[src/rtl/pwm_duty_meas.sv]
// ----------------------------------------------------------------------------
// pwm_duty_meas
//
// Receive-side PWM measurement. Samples an asynchronous PWM input, measures
// the high time and the rising-to-rising period in clk cycles, and publishes
// both with a one-cycle strobe. A stuck or missing input is reported through
// a timeout that repeats every TIMEOUT+1 cycles while the input stays stuck.
//
// Handshake: meas_vld is a one-cycle strobe with no back-pressure. duty,
// period and timeout change only in the cycle meas_vld is high and hold
// their values until the next strobe. A consumer must capture on the strobe.
//
// Optional build macro: PWM_GLITCH_FILT_EN
//   Defined   - a 3-sample level filter sits between the synchronizer and
//               the edge detector. Pulses or gaps shorter than 3 clks are
//               ignored. Pin-to-edge latency is 5 clks.
//   Undefined - every synchronized transition is an edge. Pin-to-edge
//               latency is 3 clks.
//
// Parameters:
//   WIDTH   - duty width; duty saturates at 2^WIDTH-1
//   PER_W   - period counter/output width
//   TIMEOUT - cycles without a completed period before a timeout report
//             (must be < 2^PER_W)
//
// Ports:
//   clk       in   system clock
//   rst_n     in   asynchronous active-low reset
//   pwm_in    in   asynchronous PWM input
//   duty      out  last measured high time in clks (saturated)
//   period    out  last measured period in clks (rising to rising)
//   meas_vld  out  one-cycle strobe: duty/period/timeout updated this cycle
//   timeout   out  level; 1 = last report was a timeout
//   dbg_state out  current measurement FSM state (0=SYNC, 1=HIGH, 2=LOW)
// ----------------------------------------------------------------------------
module pwm_duty_meas #(
  parameter int WIDTH   = 11,
  parameter int PER_W   = 12,
  parameter int TIMEOUT = 4095
) (
  input  logic             clk,
  input  logic             rst_n,
  input  logic             pwm_in,
  output logic [WIDTH-1:0] duty,
  output logic [PER_W-1:0] period,
  output logic             meas_vld,
  output logic             timeout,
  output logic [1:0]       dbg_state
);

  typedef enum logic [1:0] {
    ST_SYNC = 2'd0,
    ST_HIGH = 2'd1,
    ST_LOW  = 2'd2
  } state_t;

  localparam logic [PER_W-1:0] TO_VAL  = PER_W'(TIMEOUT);
  localparam logic [PER_W-1:0] PER_ONE = PER_W'(1);
  localparam logic [WIDTH-1:0] HI_ONE  = WIDTH'(1);

  state_t           state;
  logic [WIDTH-1:0] hi_cnt;
  logic [PER_W-1:0] per_cnt;

  // --------------------------------------------------------------------------
  // Input synchronizer and edge detect
  // --------------------------------------------------------------------------
  logic sync1;
  logic pwm_s;
  logic pwm_d;
  logic rise;
  logic fall;

  always_ff @(posedge clk or negedge rst_n) begin
    if (!rst_n) begin
      sync1 <= 1'b0;
      pwm_s <= 1'b0;
      pwm_d <= 1'b0;
    end else begin
      sync1 <= pwm_in;
      pwm_s <= sync1;
      pwm_d <= pwm_s;
    end
  end

`ifdef PWM_GLITCH_FILT_EN
  // Filtered level follows pwm_s only once three consecutive samples agree.
  // The edge is taken from the filter's next value against its current
  // value, so an edge is seen in the same cycle the filter flips.
  logic pwm_d2;
  logic filt;
  logic filt_nxt;

  always_comb begin
    filt_nxt = filt;
    if (pwm_s & pwm_d & pwm_d2)
      filt_nxt = 1'b1;
    else if (~(pwm_s | pwm_d | pwm_d2))
      filt_nxt = 1'b0;
  end

  always_ff @(posedge clk or negedge rst_n) begin
    if (!rst_n) begin
      pwm_d2 <= 1'b0;
      filt   <= 1'b0;
    end else begin
      pwm_d2 <= pwm_d;
      filt   <= filt_nxt;
    end
  end

  assign rise = filt_nxt & ~filt;
  assign fall = ~filt_nxt & filt;
`else
  assign rise = pwm_s & ~pwm_d;
  assign fall = ~pwm_s & pwm_d;
`endif

  // --------------------------------------------------------------------------
  // Measurement FSM
  // --------------------------------------------------------------------------
  logic [WIDTH-1:0] hi_inc;
  logic [PER_W-1:0] per_inc;
  logic             to_hit;

  // hi_cnt saturates so very long high phases report full-scale duty.
  assign hi_inc  = (&hi_cnt) ? hi_cnt : hi_cnt + HI_ONE;
  assign per_inc = per_cnt + PER_ONE;
  // A rise in the timeout cycle completes a normal period and wins.
  assign to_hit  = (per_cnt == TO_VAL) && !rise;

  always_ff @(posedge clk or negedge rst_n) begin
    if (!rst_n) begin
      state    <= ST_SYNC;
      hi_cnt   <= '0;
      per_cnt  <= '0;
      duty     <= '0;
      period   <= '0;
      meas_vld <= 1'b0;
      timeout  <= 1'b0;
    end else begin
      meas_vld <= 1'b0;
      if (to_hit) begin
        // Stuck input: report the current level as 0% or 100% duty.
        meas_vld <= 1'b1;
        timeout  <= 1'b1;
        period   <= TO_VAL;
        duty     <= pwm_s ? '1 : '0;
        per_cnt  <= '0;
        hi_cnt   <= '0;
        state    <= ST_SYNC;
      end else begin
        case (state)
          ST_SYNC: begin
            if (rise) begin
              hi_cnt  <= HI_ONE;
              per_cnt <= PER_ONE;
              state   <= ST_HIGH;
            end else begin
              per_cnt <= per_inc;
            end
          end
          ST_HIGH: begin
            per_cnt <= per_inc;
            if (fall)
              state <= ST_LOW;
            else
              hi_cnt <= hi_inc;
          end
          ST_LOW: begin
            if (rise) begin
              // A full period has completed; the rise also starts the next.
              duty     <= hi_cnt;
              period   <= per_cnt;
              timeout  <= 1'b0;
              meas_vld <= 1'b1;
              hi_cnt   <= HI_ONE;
              per_cnt  <= PER_ONE;
              state    <= ST_HIGH;
            end else begin
              per_cnt <= per_inc;
            end
          end
          default: begin
            state <= ST_SYNC;
          end
        endcase
      end
    end
  end

  assign dbg_state = state;

endmodule

[config.mk]
export PLATFORM = sky130hd
export DESIGN_NAME = pwm_duty_meas
export DESIGN_NICKNAME = d
export VERILOG_FILES = /design/src/rtl/pwm_duty_meas.sv
export SDC_FILE = /design/constraint.sdc
export NUM_CORES = 1
export LEC_CHECK = 0
export ABC_AREA = 1
export BUFFER_PORTS_ARGS = -buffer_cell sky130_fd_sc_hd__buf_4
export CORE_MARGIN = 2
export CORE_UTILIZATION = 63
export DETAILED_ROUTE_END_ITERATION = 16
export MAX_ROUTING_LAYER = met4
export PLACE_DENSITY = 0.92
export SYNTH_ARGS = -nofsm -noshare
export SYNTH_HDL_FRONTEND = slang
export SYNTH_SLANG_ARGS = --single-unit
[constraint.sdc]
create_clock -name clk -period 2.99 [get_ports clk]
set_input_delay 0.299 -clock clk [delete_from_list [all_inputs] [get_ports clk]]
set_output_delay 0.299 -clock clk [all_outputs]
set_load 0.02 [all_outputs]
# ---- Yosys cells after proc, flatten, opt, wreduce, memory -nomap -nowiden
# Cells that the tools add are included.
dict set report word_totals {
  in_bits 3
  output_inout_bits 27
  wordCells 59
  regBits 53
}
dict set report classes {
  n_bitwise 4
  reduce_logical 11
  addsub 2
  mux 25
  n_eq_ne 7
}
# cell count
set op_table {}
lappend op_table {{$mux 11} 8}
lappend op_table {{$mux 12} 5}
lappend op_table {{$pmux 12 s2} 1}
lappend op_table {{$pmux 11 s2} 1}
lappend op_table {{$add 12x1->12 const B} 1}
lappend op_table {{$eq 12x12->1 const B} 1}
lappend op_table {{$add 11x1->11 const B} 1}
lappend op_table {{$reduce_and 11->1} 1}
lappend op_table {{$ne 3x3->1 const B} 3}
lappend op_table {{$mux 1} 6}
lappend op_table {{$mux 2} 3}
lappend op_table {{$pmux 2 s2} 1}
lappend op_table {{$reduce_and 2->1} 2}
lappend op_table {{$reduce_and 4->1} 1}
lappend op_table {{$reduce_bool 2->1} 2}
lappend op_table {{$ne 3x1->1 const B} 1}
lappend op_table {{$reduce_bool 3->1} 1}
lappend op_table {{$and 1x1->1} 2}
lappend op_table {{$eq 2x1->1 const B} 1}
lappend op_table {{$eq 2x2->1 const B} 1}
lappend op_table {{$logic_not 2->1} 1}
lappend op_table {{$not 1->1} 2}
lappend op_table {{$reduce_or 2->1} 1}
lappend op_table {{$logic_and 1x1->1} 1}
lappend op_table {{$logic_not 1->1} 1}

# ---- Logic depth before layout (Yosys ltp)
dict set report logic_depth {
  depth_word 6
  depth_mapped 11
  depth_no_buf 10
}

# ---- Worst setup path before layout
# OpenSTA, ideal clock, no wires.
dict set report synth_path {
  kind {flip-flop to flip-flop}
  start {reg per_cnt[1]}
  end {reg hi_cnt[2]}
  path_stages_with_launch 12
  slack_ns 1.486
  setup_time_ns 0.117
  n_path_buf 1
  t_arrival_ns 1.387
  required_ns 2.873
  synth_period_minus_slack_ns 1.504
  cell_sequence {dfrtp_1 -> ha_1 -> nand3_2 -> inv_1 -> nand3_2 -> nor2_4 -> nor2_2 -> nand2_2 -> nand2_2 -> buf_6 -> nand2_1 -> nand2_1}
}
dict set report synth_via {
  elab_chain_len 4
  word_cells_on_any_way 8
  cone_classes {eq/ne (4); mux (1); reduce/logical (3)}
}
# item line
set synth_rtl {}
lappend synth_rtl {{from (decl)} 63} ;# logic [PER_W-1:0] per_cnt;
lappend synth_rtl {{from (signal assigned)} 160} ;# per_cnt <= per_inc;
lappend synth_rtl {{from (signal assigned)} 164} ;# per_cnt <= per_inc;
lappend synth_rtl {{from (signal assigned)} 181} ;# per_cnt <= per_inc;
lappend synth_rtl {{$eq 12x12->1 (*)} 130} ;# assign to_hit = (per_cnt == TO_VAL) && !rise;
lappend synth_rtl {{$logic_and 1x1->1 (*)} 130}
lappend synth_rtl {{$ne 3x3->1 (no line) (tied with other cells)} n/a}
lappend synth_rtl {{$reduce_and 4->1 (no line)} n/a}
lappend synth_rtl {{to (signal assigned)} 168} ;# hi_cnt <= hi_inc;
lappend synth_rtl {{to (decl)} 62} ;# logic [WIDTH-1:0] hi_cnt;
# Every way passes the cells marked *; elsewhere a longest branch is shown, timed or not.
# A chain may end at the register's enable or synchronous reset.

# ---- Worst setup path after layout
dict set report layout_path {
  start {reg pwm_s}
  end {reg hi_cnt[9]}
}
dict set report layout_via {
  elab_chain_len 5
  word_cells_on_any_way 11
  cone_classes {eq/ne (3); mux (1); bitwise (3); reduce/logical (4)}
}
# item line
set layout_rtl {}
lappend layout_rtl {{from (decl)} 69} ;# logic pwm_s;
lappend layout_rtl {{from (signal assigned)} 81} ;# pwm_s <= sync1;
lappend layout_rtl {{$and 1x1->1} 115} ;# assign rise = pwm_s & ~pwm_d;
lappend layout_rtl {{$logic_not 1->1} 130}
lappend layout_rtl {{$logic_and 1x1->1} 130}
lappend layout_rtl {{$ne 3x3->1 (no line) (tied with other cells)} n/a}
lappend layout_rtl {{$reduce_and 4->1 (no line)} n/a}
# Several ways; a longest one is shown, not always the timed one.

==> metrics.txt <==
Clock Skews=just over 0.008 ns; CTS max path bufs=2; IO Port Bufs=29; critical path type=reg2reg; vias per cell=5.57; htree depth=2; I/O pin count=30; standby leakage power=0.00152 uW; worst slew pin tran=approximately 0.65 ns; status=finished, final reports clean; crit end category=register; CTS sink cnt=53; final worst-path cycle share=between 70% and 80%; drt first pass iters=7; Final setup violation count=0; clock latency on the worst-skew pair=0.31 ns; Max Cap Viol=0; setup bufs post-CTS=0; yosys warns=0; Core Area=4090 sq um; clk slew on worst S/H paths=0.10 ns; number of gates resized after CTS=0; Vias=approximately 2300; fin nets=about 370; most common cell after layout, fill and taps aside=nand2_1; flops & latches, synth=53; max incr delay on CP=0.39 ns; Synth-to-Final Area Change=10.7%; overall power=2360 uW; Die X=69.9 um; post-synth cell types=29; layout cells sized above 1=15.1%; Worst Path Buf+Inv=3; RSZ-0062 raised after global routing=false; worst hold path class=in2async; drc violations=0; CP Data Arrival Time=2.59 ns; Num CTS Buffers=5; antenna violations before repair=0; Hold Vio Cnt, Final=0; final instance area=between 3000 and 4000 sq um; most frequent cells in the layout=nand2_1, dfrtp_1, nor2_1; critical path peak fanout=28; DRT Wirelength=5790 um; PD cells=slightly below 800 nW/um^2; placed cell areas=between 2000 and 3000 sq um; hold buffers post-CTS=0; dpl hpwl=4150 um; post-synthesis sequential area ratio=roughly half; CP cell instances=inv_1 > nor2_4 > nor2_1 > nand3_2 > buf_4 > nand3_2 > nand2_1 > inv_2 > nand2_2 > nand2_1 > nand2_1; Rows=23; die area=4890 sq um; DR WL/cell=~14 um; CP Launch Type=register; Starting Density=around two thirds; CTS tree=done; Sum Neg Setup Slack=0 ns; Syn Area/Cell=7.89 sq um; Crit-path slowest cell=dfrtp_1; antenna diode count=0; fin cells=420; first-pass GRT wire length=about 9800 um; total gr overflow=0; Detailed Route Iter0 Violations=201; Placed Instances=between 400 and 500; largest net degree at the start of global routing=between 50 and 60; Max Freq=approximately 420 MHz; vias in the first global route=approximately 2100; fin crit period=roughly 2.4 ns; Max Slew Vio Count=0; VDD IR max=roughly 0.00040 V; cells after synthesis=between 300 and 400; WHS=around 0.0079 ns; DRT antenna net count=0; gr usage total=between 20 and 30%; Root Driver=clkbuf_8; synthesized cell area=between 2000 and 3000 sq um; CP Data Required Time=~3.2 ns; cell mode on critical path=nand2_1; critical path's top delay family=simple AND/OR/NAND/NOR gates; GPL Wtd Cong=a little over 0.9; Max transition margin=56.6%; die height=roughly 70 um; Post-Syn Nets=about 350
-- cell type report --
cell class	instances	area [sq um]
Clock buffer	6	82.6
Clock inverter	2	37.5
Fill cell	293	1050
Inverter	37	139
Multi-Input combinational cell	242	1160
Sequential cell	53	1330
Tap cell	50	62.6
Timing Repair Buffer	30	225
-- cell families (layout without fill, tap and decap cells) --
family | count (synthesis) | after routing | share of synthesized area (%)
buffers and inverters | 52 | 75 | 9.23
XOR/XNOR | 6 | 6 | 1.92
flip-flops | 53 | 53 | 48.4
AND/OR/NAND/NOR | 177 | 177 | 28.7
adder cells (fa/ha/maj) | 2 | 2 | 0.914
AO/OA/AOI/OAI | 57 | 57 | 10.8
-- flip-flops by register name, summed over array words and instances, names as in the netlist --
| name | cells |
|---|---|
| pwm_d | 1 |
| dbg_state | 2 |
| period | 12 |
| sync1 | 1 |
| pwm_s | 1 |
| timeout | 1 |
| meas_vld | 1 |
| per_cnt | 12 |
| hi_cnt | 11 |
| duty | 11 |
-- where the power goes --
part	leakage [uW]	switching, uW	internal (uW)
Sequential	0.000689	158	895
Combinational	0.000778	492	309
Clock	0.0000574	233	272
-- through the flow --
stage	utilization, %	worst slack (ns)
after floorplan	-	1.49
after detailed placement	71.3	0.679
final	74.2	0.600
after global placement	71.3	0.819
after CTS	74.2	0.637
after global routing	74.2	0.368
-- worst reg2reg max path, stage by stage (launching register included) --
cell	delay, ns
dfrtp_1	0.39
inv_1	0.32
nor2_4	0.11
nor2_1	0.16
nand3_2	0.12
buf_4	0.24
nand3_2	0.30
nand2_1	0.11
inv_2	0.18
nand2_2	0.18
nand2_1	0.11
nand2_1	0.06
-- per-layer routing --
| layer | share of wire (%) | wire length, um | global-route usage, % | vias to the layer above |
|---|---|---|---|---|
| li1 | - | - | - | 1146 |
| met1 | 46 | 2670 | 37.0 | 1074 |
| met2 | 45 | 2590 | 37.0 | 100 |
| met3 | 6.4 | 373 | 4.04 | 18 |
| met4 | 2.6 | 153 | 10.0 | 0 |
| met5 | 0 | 0 | - | - |
-- synthesized netlist by cell type, drive strengths merged --
master  number  share of area, %
a21boi       1              0.27
a21oi        9               1.6
a31oi        1              0.23
buf         13               3.9
clkbuf       2              0.27
dfrtp       53                48
ha           2              0.91
inv         37               5.1
nand2       97                14
nand3       30               6.4
nand3b       1              0.27
nand4        2              0.46
nor2        43               6.9
nor3         3              0.55
nor4         1              0.23
o21ai       44               8.0
o21bai       1              0.27
o22a         1              0.32
xnor2        2              0.64
xor2         4               1.3
-- final timing paths --
path,from,endpoint,slack [ns],cells past startpoint
max,pwm_s$_DFF_PN0_,hi_cnt[9]$_DFFE_PN0P_,0.60,11
min in group clk,pwm_in,sync1$_DFF_PN0_,0.09,1
max reg2reg,pwm_s$_DFF_PN0_,hi_cnt[9]$_DFFE_PN0P_,0.60,11
max in group asynchronous,rst_n,hi_cnt[8]$_DFFE_PN0P_,2.55,1
min reg2reg,pwm_s$_DFF_PN0_,pwm_d$_DFF_PN0_,0.40,0
min,rst_n,period[11]$_DFFE_PN0P_,0.008,1
(Power assumes the default switching activity.)
